$ cat src/rtl/beat_scheduler_if.sv
// beat_scheduler_if: transport controls in, beat/step/tempo status out.
interface beat_scheduler_if #(
   parameter int STEPS   = 8,
   parameter int TEMPO_W = 23
);
   logic [TEMPO_W-1:0]       tempo;
   logic                     play_button;
   logic                     stop_button;
   logic                     beat_pulse;
   logic                     measure_pulse;
   logic [$clog2(STEPS)-1:0] step;
   logic                     playing;
   logic [TEMPO_W-1:0]       tempo_q;
   modport master (
      output tempo, play_button, stop_button,
      input  beat_pulse, measure_pulse, step, playing, tempo_q
   );
   modport slave (
      input  tempo, play_button, stop_button,
      output beat_pulse, measure_pulse, step, playing, tempo_q
   );
endinterface

$ cat src/rtl/beat_scheduler.sv
// beat_scheduler: play/pause/stop transport producing beat, measure and step strobes
// from a tempo period that is latched only at beat boundaries.
module beat_scheduler #(
   parameter int                 STEPS       = 8,
   parameter int                 TEMPO_W     = 23,
   parameter logic [TEMPO_W-1:0] RESET_TEMPO = 23'd1249999
) (
   input logic             clk,
   input logic             rst,
   beat_scheduler_if.slave bus
);
   localparam int SW = $clog2(STEPS);
   typedef enum logic [1:0] {IDLE, RUN, PAUSE} state_t;
   state_t             state, next;
   logic [TEMPO_W-1:0] count, tempo_q;
   logic [SW-1:0]      step, step_nx;
   logic               beat, measure, wrap;
   assign wrap    = count == tempo_q;
   assign step_nx = (step == SW'(STEPS - 1)) ? '0 : step + SW'(1);
   always_ff @(posedge clk)
      state <= rst ? IDLE : next;
   always_comb begin
      next = state;
      if (bus.stop_button)
         next = IDLE;
      else if (bus.play_button)
         next = (state == RUN) ? PAUSE : RUN;
   end
   always_ff @(posedge clk) begin
      if (rst) begin
         count   <= '0;
         step    <= '0;
         beat    <= 1'b0;
         measure <= 1'b0;
         tempo_q <= RESET_TEMPO;
      end else if (bus.stop_button) begin
         count   <= '0;
         step    <= '0;
         beat    <= 1'b0;
         measure <= 1'b0;
      end else if (state == IDLE) begin
         count   <= '0;
         step    <= '0;
         beat    <= bus.play_button;
         measure <= bus.play_button;
         tempo_q <= bus.play_button ? bus.tempo : tempo_q;
      end else if (state == PAUSE || bus.play_button) begin
         // paused, pausing or resuming: position frozen, no strobe
         beat    <= 1'b0;
         measure <= 1'b0;
      end else if (wrap) begin
         count   <= '0;
         step    <= step_nx;
         beat    <= 1'b1;
         measure <= step_nx == '0;
         tempo_q <= bus.tempo;
      end else begin
         count   <= count + TEMPO_W'(1);
         beat    <= 1'b0;
         measure <= 1'b0;
      end
   end
   always_comb begin
      bus.beat_pulse    = beat;
      bus.measure_pulse = measure;
      bus.step          = step;
      bus.playing       = state == RUN;
      bus.tempo_q       = tempo_q;
   end
endmodule

$ cat src/flat_wrapper.sv
// flat-port wrapper written by rule: the top's interface ports become plain ports
module beat_scheduler_flat 
#(
   parameter int                 STEPS       = 8,
   parameter int                 TEMPO_W     = 23,
   parameter logic [TEMPO_W-1:0] RESET_TEMPO = 23'd1249999
)
  (clk, rst, bus_tempo, bus_play_button, bus_stop_button, bus_beat_pulse, bus_measure_pulse, bus_step, bus_playing, bus_tempo_q);
  beat_scheduler_if #(.STEPS(STEPS), .TEMPO_W(TEMPO_W)) bus_i ();
  input logic clk;
  input logic rst;
  input wire logic [$bits(bus_i.tempo)-1:0] bus_tempo;
  input wire logic [$bits(bus_i.play_button)-1:0] bus_play_button;
  input wire logic [$bits(bus_i.stop_button)-1:0] bus_stop_button;
  output wire logic [$bits(bus_i.beat_pulse)-1:0] bus_beat_pulse;
  output wire logic [$bits(bus_i.measure_pulse)-1:0] bus_measure_pulse;
  output wire logic [$bits(bus_i.step)-1:0] bus_step;
  output wire logic [$bits(bus_i.playing)-1:0] bus_playing;
  output wire logic [$bits(bus_i.tempo_q)-1:0] bus_tempo_q;
  assign bus_i.tempo = bus_tempo;
  assign bus_i.play_button = bus_play_button;
  assign bus_i.stop_button = bus_stop_button;
  assign bus_beat_pulse = bus_i.beat_pulse;
  assign bus_measure_pulse = bus_i.measure_pulse;
  assign bus_step = bus_i.step;
  assign bus_playing = bus_i.playing;
  assign bus_tempo_q = bus_i.tempo_q;
  beat_scheduler #(.STEPS(STEPS), .TEMPO_W(TEMPO_W), .RESET_TEMPO(RESET_TEMPO)) u_core (.clk(clk), .rst(rst), .bus(bus_i));
endmodule
$ cat config.mk
export PLATFORM = sky130hd
export DESIGN_NAME = beat_scheduler_flat
export DESIGN_NICKNAME = d
export VERILOG_FILES = /design/src/rtl/beat_scheduler_if.sv /design/src/rtl/beat_scheduler.sv /design/src/flat_wrapper.sv
export SDC_FILE = /design/constraint.sdc
export NUM_CORES = 1
export LEC_CHECK = 0
export CAP_MARGIN = 20
export CORE_MARGIN = 1.5
export CORE_UTILIZATION = 51
export CTS_CLUSTER_SIZE = 12
export DETAILED_ROUTE_END_ITERATION = 10
export PLACE_DENSITY = 0.8
export SYNTH_ARGS = -nofsm -noshare
export SYNTH_HDL_FRONTEND = slang
export SYNTH_SLANG_ARGS = --single-unit
$ cat constraint.sdc
create_clock -name clk -period 2.4 [get_ports clk]
set_input_delay 0.48 -clock clk [delete_from_list [all_inputs] [get_ports clk]]
set_output_delay 0.48 -clock clk [all_outputs]
set_load 0.01 [all_outputs]
== Yosys cells after proc, flatten, opt, wreduce, memory -nomap -nowiden ==
Cells that the tools add are included.

* Add/subtract/negate cells: 2
* Multiply operators: 0
* Div/mod/pow operators: 0
* $lt $le $gt $ge: 0
* Equal/unequal tests: 6
* Shift-type cells: 0
* Muxes and demuxes: 13
* Bitwise logic cells: 2
* Reduce and logical (&&, ||, !) cells: 8

{| class="wikitable"
|+ Operators with widths
! kind !! count
|-
| $mux 23 || 5
|-
| $add 23x1->23 const B || 1
|-
| $eq 23x23->1 || 1
|-
| $mux 1 || 6
|-
| $reduce_and 4->1 || 1
|-
| $add 3x1->3 const B || 1
|-
| $eq 3x3->1 const B || 1
|-
| $logic_not 3->1 || 1
|-
| $mux 3 || 1
|-
| $reduce_or 3->1 || 1
|-
| $eq 2x1->1 const B || 1
|-
| $eq 2x2->1 const B || 1
|-
| $logic_not 2->1 || 1
|-
| $mux 2 || 1
|-
| $ne 2x1->1 const B || 1
|-
| $ne 2x2->1 const B || 1
|-
| $not 1->1 || 2
|-
| $reduce_and 2->1 || 1
|-
| $reduce_bool 2->1 || 1
|-
| $reduce_or 2->1 || 1
|-
| $logic_or 1x1->1 || 1
|}

* Bits in registers: 53
* Bits in latches: 0
* Bits in writable memories: 0
* Bits in read-only memories: 0
* Output and inout bits: 29
* Logic and storage cells: 37
* Memories: 0

== Longest topological paths before layout ==
Gate-level depths: netlist of the first run.

* Depth after elaboration: 6
* Mapped depth: 7
* Gate-level depth less buffers: 5

== Least setup slack after synthesis of the first run ==
Ideal clock, no wire load.

* Path type: register to register
* Start: register u_core.tempo_q[5] (netlist: u_core.bus.tempo_q[5])
* End: register u_core.tempo_q[0] (netlist: u_core.bus.tempo_q[0])
* Setup time: 72 ps
* Data arrival time: 1847 ps
* Data required time: 2328 ps
* Slack: 481 ps
* Stages on the path, launching flop included: 7
* Path buffers: 1
* Clock period less this slack: 1919 ps
* Cells stage by stage: dfxtp_1 xor2_1 nor4_2 nand4_2 o31ai_4 buf_8 mux2i_1

* Word-level cells in the longest chain between the ends: 3

{| class="wikitable"
|+ RTL lines
! what !! line !! source
|-
| start: declaration || beat_scheduler.sv:15 || <nowiki>logic [TEMPO_W-1:0] count, tempo_q;</nowiki>
|-
| start signal: assignment || beat_scheduler.sv:46 || <nowiki>tempo_q <= bus.play_button ? bus.tempo : tempo_q;</nowiki>
|-
| start signal: assignment || beat_scheduler.sv:56 || <nowiki>tempo_q <= bus.tempo;</nowiki>
|-
| $eq 23x23->1 || beat_scheduler.sv:18 || <nowiki>assign wrap = count == tempo_q;</nowiki>
|-
| $reduce_bool 2->1 (no line) || n/a ||
|-
| $reduce_and 4->1 (no line) || n/a ||
|}

Every way passes these cells.
A chain may end at the register's enable or synchronous reset.

== Worst setup path in the final report of the first run ==
* Start: register u_core.count[0]
* End: register u_core.tempo_q[21] (netlist: u_core.bus.tempo_q[21])

* Word-level cells in the longest chain between the ends: 3

{| class="wikitable"
|+ RTL lines
! what !! line !! source
|-
| start: declaration || beat_scheduler.sv:15 ||
|-
| start signal: assignment || beat_scheduler.sv:58 || <nowiki>count <= count + TEMPO_W'(1);</nowiki>
|-
| $eq 23x23->1 || beat_scheduler.sv:18 ||
|-
| $reduce_bool 2->1 (no line) || n/a ||
|-
| $reduce_and 4->1 (no line) || n/a ||
|}

Every way passes these cells.

==> results.toml, run 1 <==
[synth]
synth_edf_count = 0
synth_nets = 324
synth_top_area_share_pct = 39.6
ys_seq_elements = 53
netlist_area_mm2 = 0.00268
syn_area_per_cell_um2 = 9.13
netlist_instances = 293
synth_top_area_cell = "dfxtp_1"
yosysMostFrequentCell = "dfxtp_1"
ys_types = 34
ys.flop_type = "dfxtp_1"
yosysWarnings = 0
yosysSeqAreaShare_pct = 39.6
synth_area_leaders = "dfxtp_1 (40%), xor2_1 (13%), mux2i_1 (9.0%), nor2_1 (7.0%), nand2b_1 (5.6%)"
synthTopCellsByCount = "dfxtp_1 (53), nor2_1 (50), xor2_1 (41)"
ys_async_sr_fraction_pct = 0

[setup_path]
endpoint_kind = "flip-flop"
cp_max_fo = 14
crit_required_ns = 2.64
worstSetupStartpointType = "flip-flop"
crit_arrival_ns = 2.39
critPathKind = "reg -> reg"

[global_route]
antenna_found_initial = 0
overflow = 0
grt_max_degree = 51
gr-usage-all-layers_pct = 21.2
grt_pass1_vias = 1923
grt_pass1_wl_um = 9070

[die]
core_area_mm2 = 0.00507
start_util_pct = 52.7
dieArea_mm2 = 0.00569
row_count = 26
ioPinCount = 56
die_w_um = 75.4
die_h_um = 75.4

[clock_tree]
cts_tree = "built"
clkLatencyLatePin_ns = 0.31
holdBufCountCts = 0
clkTransAtPathRegs_ns = 0.09
cts_inserted_buffers = 5
cts-root-buf = "clkbuf_8"
ctsResizeCount = 0
cts_buffer_depth = 2
post_cts_buffers = 0
htreeDepth = 2
clock-sinks = 53

[status]
status = "finished, final reports clean"

[power]
p_int_uw = 1240
p_leak_uw = 0.00127
clockPowerShare_pct = 30.2
switching_share_pct = 25.1
power_frac_seq_pct = 56.3
powerDensity_mw_per_mm2 = 487
power_frac_comb_pct = 13.6
ir_drop_mv = 0.323
switchingPower_uw = 415
finalPower_uw = 1650

[timing]
whs_ns = 0.508
slew_headroom_pct = 69.5
skew_ns = 0.00839
maxSlewViolCount = 0
worst_pin_slew_ns = 0.457
finalHoldViolCount = 0
min_period_ns = 2.14
setup_tns_ns = 0
setup_viol = 0
rsz0062_at_grt = "false"
max_freq_mhz = 467
finalCritPeriodShare_pct = 89.2

[finish]
nFillCells = 458
syn2layout_area_growth_pct = 26.8
num_antenna_cells = 0
drive_gt1_share_pct = 7.16
nets = 379

[routing]
wl_per_cell_um = 13.9
drt_wl_total_um = 5800
via_per_inst = 5.24
drc_errors = 0
ant_nets = 0
vias = 2194
drt-initial-drc-count = 121
first_pass_iters = 4

[flow_run]
drv_cap = 0

[placement]
gp_congestion = 0.790
portBuffers = 55
dp_hpwl_um = 4170

[worst_hold_path]
hold_class = "reg -> reg"
[worst paths after layout]
path              cells past startpoint                from  slack (ns)                     end
hold reg to reg                       2  u_core.bus.step[2]        0.51      u_core.bus.step[2]
setup / recovery                      6     u_core.count[0]        0.26  u_core.bus.tempo_q[21]
hold / removal                        2  u_core.bus.step[2]        0.51      u_core.bus.step[2]
setup reg to reg                      6     u_core.count[0]        0.26  u_core.bus.tempo_q[21]
[per-layer routing]
| layer | routed length (um) | part of all wire (%) | GRT usage (%) |
|---|---|---|---|
| met1 | 2620 | 45 | 28.1 |
| met3 | 217 | 3.7 | 3.97 |
| met5 | 0 | 0 | 0 |
| met2 | 2880 | 50 | 35.1 |
| met4 | 88 | 1.5 | 6.55 |
[registers in the layout (all words and copies together) (netlist names)]
register	count
u_core.bus.beat_pulse	1
u_core.bus.measure_pulse	1
u_core.bus.step	3
u_core.bus.tempo_q	23
u_core.count	23
u_core.state	2
[power groups by stage]
| stage | Clock (uW) | Combinational [uW] | Sequential, uW |
|---|---|---|---|
| CTS | 510 | 227 | 931 |
| finish | 499 | 225 | 930 |
| floorplan | 0 | 105 | 957 |
| global route | 543 | 244 | 934 |
| global placement | 0 | 220 | 950 |
| detailed placement | 0 | 225 | 951 |
[stage by stage]
step / cells / cell area, um2 / setup slack [ns] / utilization [%]
6_report: 419 / 3390 / 0.258 / 66.9
5_1_grt: 419 / 3390 / 0.119 / 66.9
4_1_cts: 419 / 3390 / 0.286 / 66.9
3_5_place_dp: 411 / 3310 / 0.264 / 65.2
3_3_place_gp: 411 / 3310 / 0.318 / 65.2
2_1_floorplan: 293 / 2680 / 0.481 / -
[kinds of logic after synthesis]
logic type,synth area share [%]
and+or+nand+nor,28.2
DFF,39.6
xor gates and xnor gates,14.4
muxes,8.98
buffers and inverters,3.37
AOI/OAI and AO/OA,3.55
adders and majority gates,1.87
[placed cells by master (no fill, tap or decap), types with 2 or more instances in the layout]
master,instances
nor4_2,5
or3_1,2
nand2_1,10
inv_1,3
nand4_1,15
xor2_1,41
nand3_1,6
nor2b_1,3
buf_4,7
clkdlybuf4s50_1,55
clkbuf_8,5
xnor2_1,3
nor4_1,2
ha_1,4
mux2i_1,24
dfxtp_1,53
nand2b_1,24
nor3_1,3
and4_1,5
clkinv_2,2
and3_1,3
o21ai_0,4
and2_1,2
nor2_1,50
a21oi_1,6
[cell type report]
class                           instances  area [um2]  area share [%]
Multi-Input combinational cell        222        1530            44.9
Sequential cell                        53        1060            31.3
Timing Repair Buffer                   63         623            18.4
Tap cell                               70        87.6            2.58
Clock buffer                            5        68.8            2.03
Clock inverter                          3        17.5           0.516
Inverter                                3        11.3           0.332
[worst max-delay path: stages, from the launching register on]
cell	delay, ns
dfxtp_1	0.43
xor2_1	0.15
nor4_2	0.47
nand2_1	0.22
o31ai_4	0.30
buf_4	0.29
mux2i_1	0.21
Note: power is estimated with default switching activity, not from simulation.
==> run 2, diff against run 1 <==
--- a/config.mk
+++ b/config.mk
@@ -11,6 +11,9 @@
 export CTS_CLUSTER_SIZE = 12
 export DETAILED_ROUTE_END_ITERATION = 10
 export PLACE_DENSITY = 0.8
+export RECOVER_POWER = 50
+export SLEW_MARGIN = 15
 export SYNTH_ARGS = -nofsm -noshare
 export SYNTH_HDL_FRONTEND = slang
 export SYNTH_SLANG_ARGS = --single-unit
+export TNS_END_PERCENT = 100
==> results.toml, run 2 (synthesis results as in run 1) <==
[timing]
slew_headroom_pct = 46.0
finalCritPeriodShare_pct = 90.3
finalHoldViolCount = 0
maxSlewViolCount = 0
whs_ns = 0.502
setup_viol = 0
rsz0062_at_grt = "false"
min_period_ns = 2.17
max_freq_mhz = 462
worst_pin_slew_ns = 0.810
setup_tns_ns = 0
worst_slack_ns = 0.234
skew_ns = 0.00873

[global_route]
gr-usage-all-layers_pct = 21.2
grt_util_met2_pct = 35.1
gr-usage-met3_pct = 3.97
antenna_found_initial = 0
grt_pass1_vias = 1923
grt_max_degree = 51
overflow = 0
grt_pass1_wl_um = 9070
use_met1_pct = 28.1
grt.busiest_layer = "met2"

[routing]
drt_wl_total_um = 5770
wl_per_cell_um = 13.8
drc_errors = 0
vias = 2205
ant_nets = 0
drt-initial-drc-count = 151
first_pass_iters = 5
via_per_inst = 5.26

[die]
start_util_pct = 52.7
ioPinCount = 56
row_count = 26
die_w_um = 75.4
dieArea_mm2 = 0.00569
core_area_mm2 = 0.00507
die_h_um = 75.4

[placement]
placed_area_mm2 = 0.00331
pre_cts_ws_ns = 0.264
dp_cells = 411
portBuffers = 55
dp_hpwl_um = 4170
gp_congestion = 0.790

[setup_path]
r2r_cells = 6
r2r_start = "u_core.count[0]"
critPathKind = "reg -> reg"
crit_required_ns = 2.64
crit_arrival_ns = 2.41
cp_max_fo = 14
worstReg2RegEnd = "u_core.bus.tempo_q[21]"
endpoint_kind = "flip-flop"
r2r_slack_ns = 0.23
worstSetupStartpointType = "flip-flop"

[worst_hold_path]
min_to = "u_core.bus.step[2]"
hold_class = "reg -> reg"
hold_start = "u_core.bus.step[2]"
holdPathStages = 2

[clock_tree]
post_cts_buffers = 0
cts_inserted_buffers = 5
cts_buffer_depth = 2
cts_tree = "built"
ctsResizeCount = 0
cts-root-buf = "clkbuf_8"
htreeDepth = 2
clkTransAtPathRegs_ns = 0.10
clock-sinks = 53
holdBufCountCts = 0
clkLatencyLatePin_ns = 0.31

[finish]
reg_top3 = "u_core.bus.tempo_q: 23 flops, u_core.count: 23 flops, u_core.bus.step: 3 flops"
syn2layout_area_growth_pct = 26.2
nets = 379
mostFrequentLayoutCells = "dfxtp_1 (53), nor2_1 (50), xor2_1 (41)"
num_antenna_cells = 0
multiInputGateArea_mm2 = 0.00153
drive_gt1_share_pct = 7.16
stdcell_area_mm2 = 0.00338
nFillCells = 459
seq_area_mm2 = 0.00106
stdcell_count = 419
final_common_cell = "dfxtp_1"

[flow_run]
drv_cap = 0

[power]
powerDensity_mw_per_mm2 = 486
p_leak_uw = 0.00128
ir_drop_mv = 0.321

[status]
status = "finished, final reports clean"
-- run 2: worst max-delay path by stage --
stage	slack, ns	cells past startpoint	endpoint	from
after CTS	0.29	6	u_core.bus.tempo_q[21]	u_core.bus.tempo_q[6]
final	0.23	6	u_core.bus.tempo_q[21]	u_core.count[0]
after global routing	0.12	6	u_core.bus.tempo_q[14]	u_core.count[4]
after floorplan	0.48	6	u_core.bus.tempo_q[0]	u_core.bus.tempo_q[5]
after global placement	0.32	5	u_core.bus.measure_pulse	bus_play_button
after detailed placement	0.26	5	u_core.bus.tempo_q[22]	bus_stop_button
-- run 2: worst max-delay path, cell delays in order (launching register included) --
cell     delay (ns)
dfxtp_1        0.43
xor2_1         0.15
nor4_2         0.48
nand2_1        0.23
o31ai_4        0.30
buf_4          0.30
mux2i_1        0.21
-- run 2: layout make-up --
class | instances | share of cell area [%]
Sequential cell | 53 | 31.4
Clock buffer | 5 | 2.04
Timing Repair Buffer | 63 | 17.9
Tap cell | 70 | 2.59
Clock inverter | 3 | 0.519
Multi-Input combinational cell | 222 | 45.2
Inverter | 3 | 0.333
-- run 2: where the power goes --
part	leakage [uW]	internal, uW	switching, uW	total (uW)
clock network	0.0000439	202	297	499
logic	0.000810	121	92.6	214
registers	0.000431	905	24.2	929
total	0.00128	1230	413	1640
-- run 2: layer usage --
layer / vias to the layer above / part of all wire (%)
met4: 0 / 1.5
met2: 60 / 49
li1: 1106 / -
met1: 1029 / 45
met3: 10 / 4.2
met5: - / 0
-- run 2: through the flow --
stage	utilization (%)	total power (uW)
floorplan	-	1060
global placement	65.2	1170
detailed placement	65.2	1180
CTS	66.9	1670
global route	66.5	1710
finish	66.5	1640
==> run 3, diff against run 2 <==
--- a/config.mk
+++ b/config.mk
@@ -12,7 +12,6 @@
 export DETAILED_ROUTE_END_ITERATION = 10
 export PLACE_DENSITY = 0.8
 export RECOVER_POWER = 50
-export SLEW_MARGIN = 15
 export SYNTH_ARGS = -nofsm -noshare
 export SYNTH_HDL_FRONTEND = slang
 export SYNTH_SLANG_ARGS = --single-unit
==> results of run 3 <==
Same layout as run 2: the final DEF is identical, and so are final timing and power.
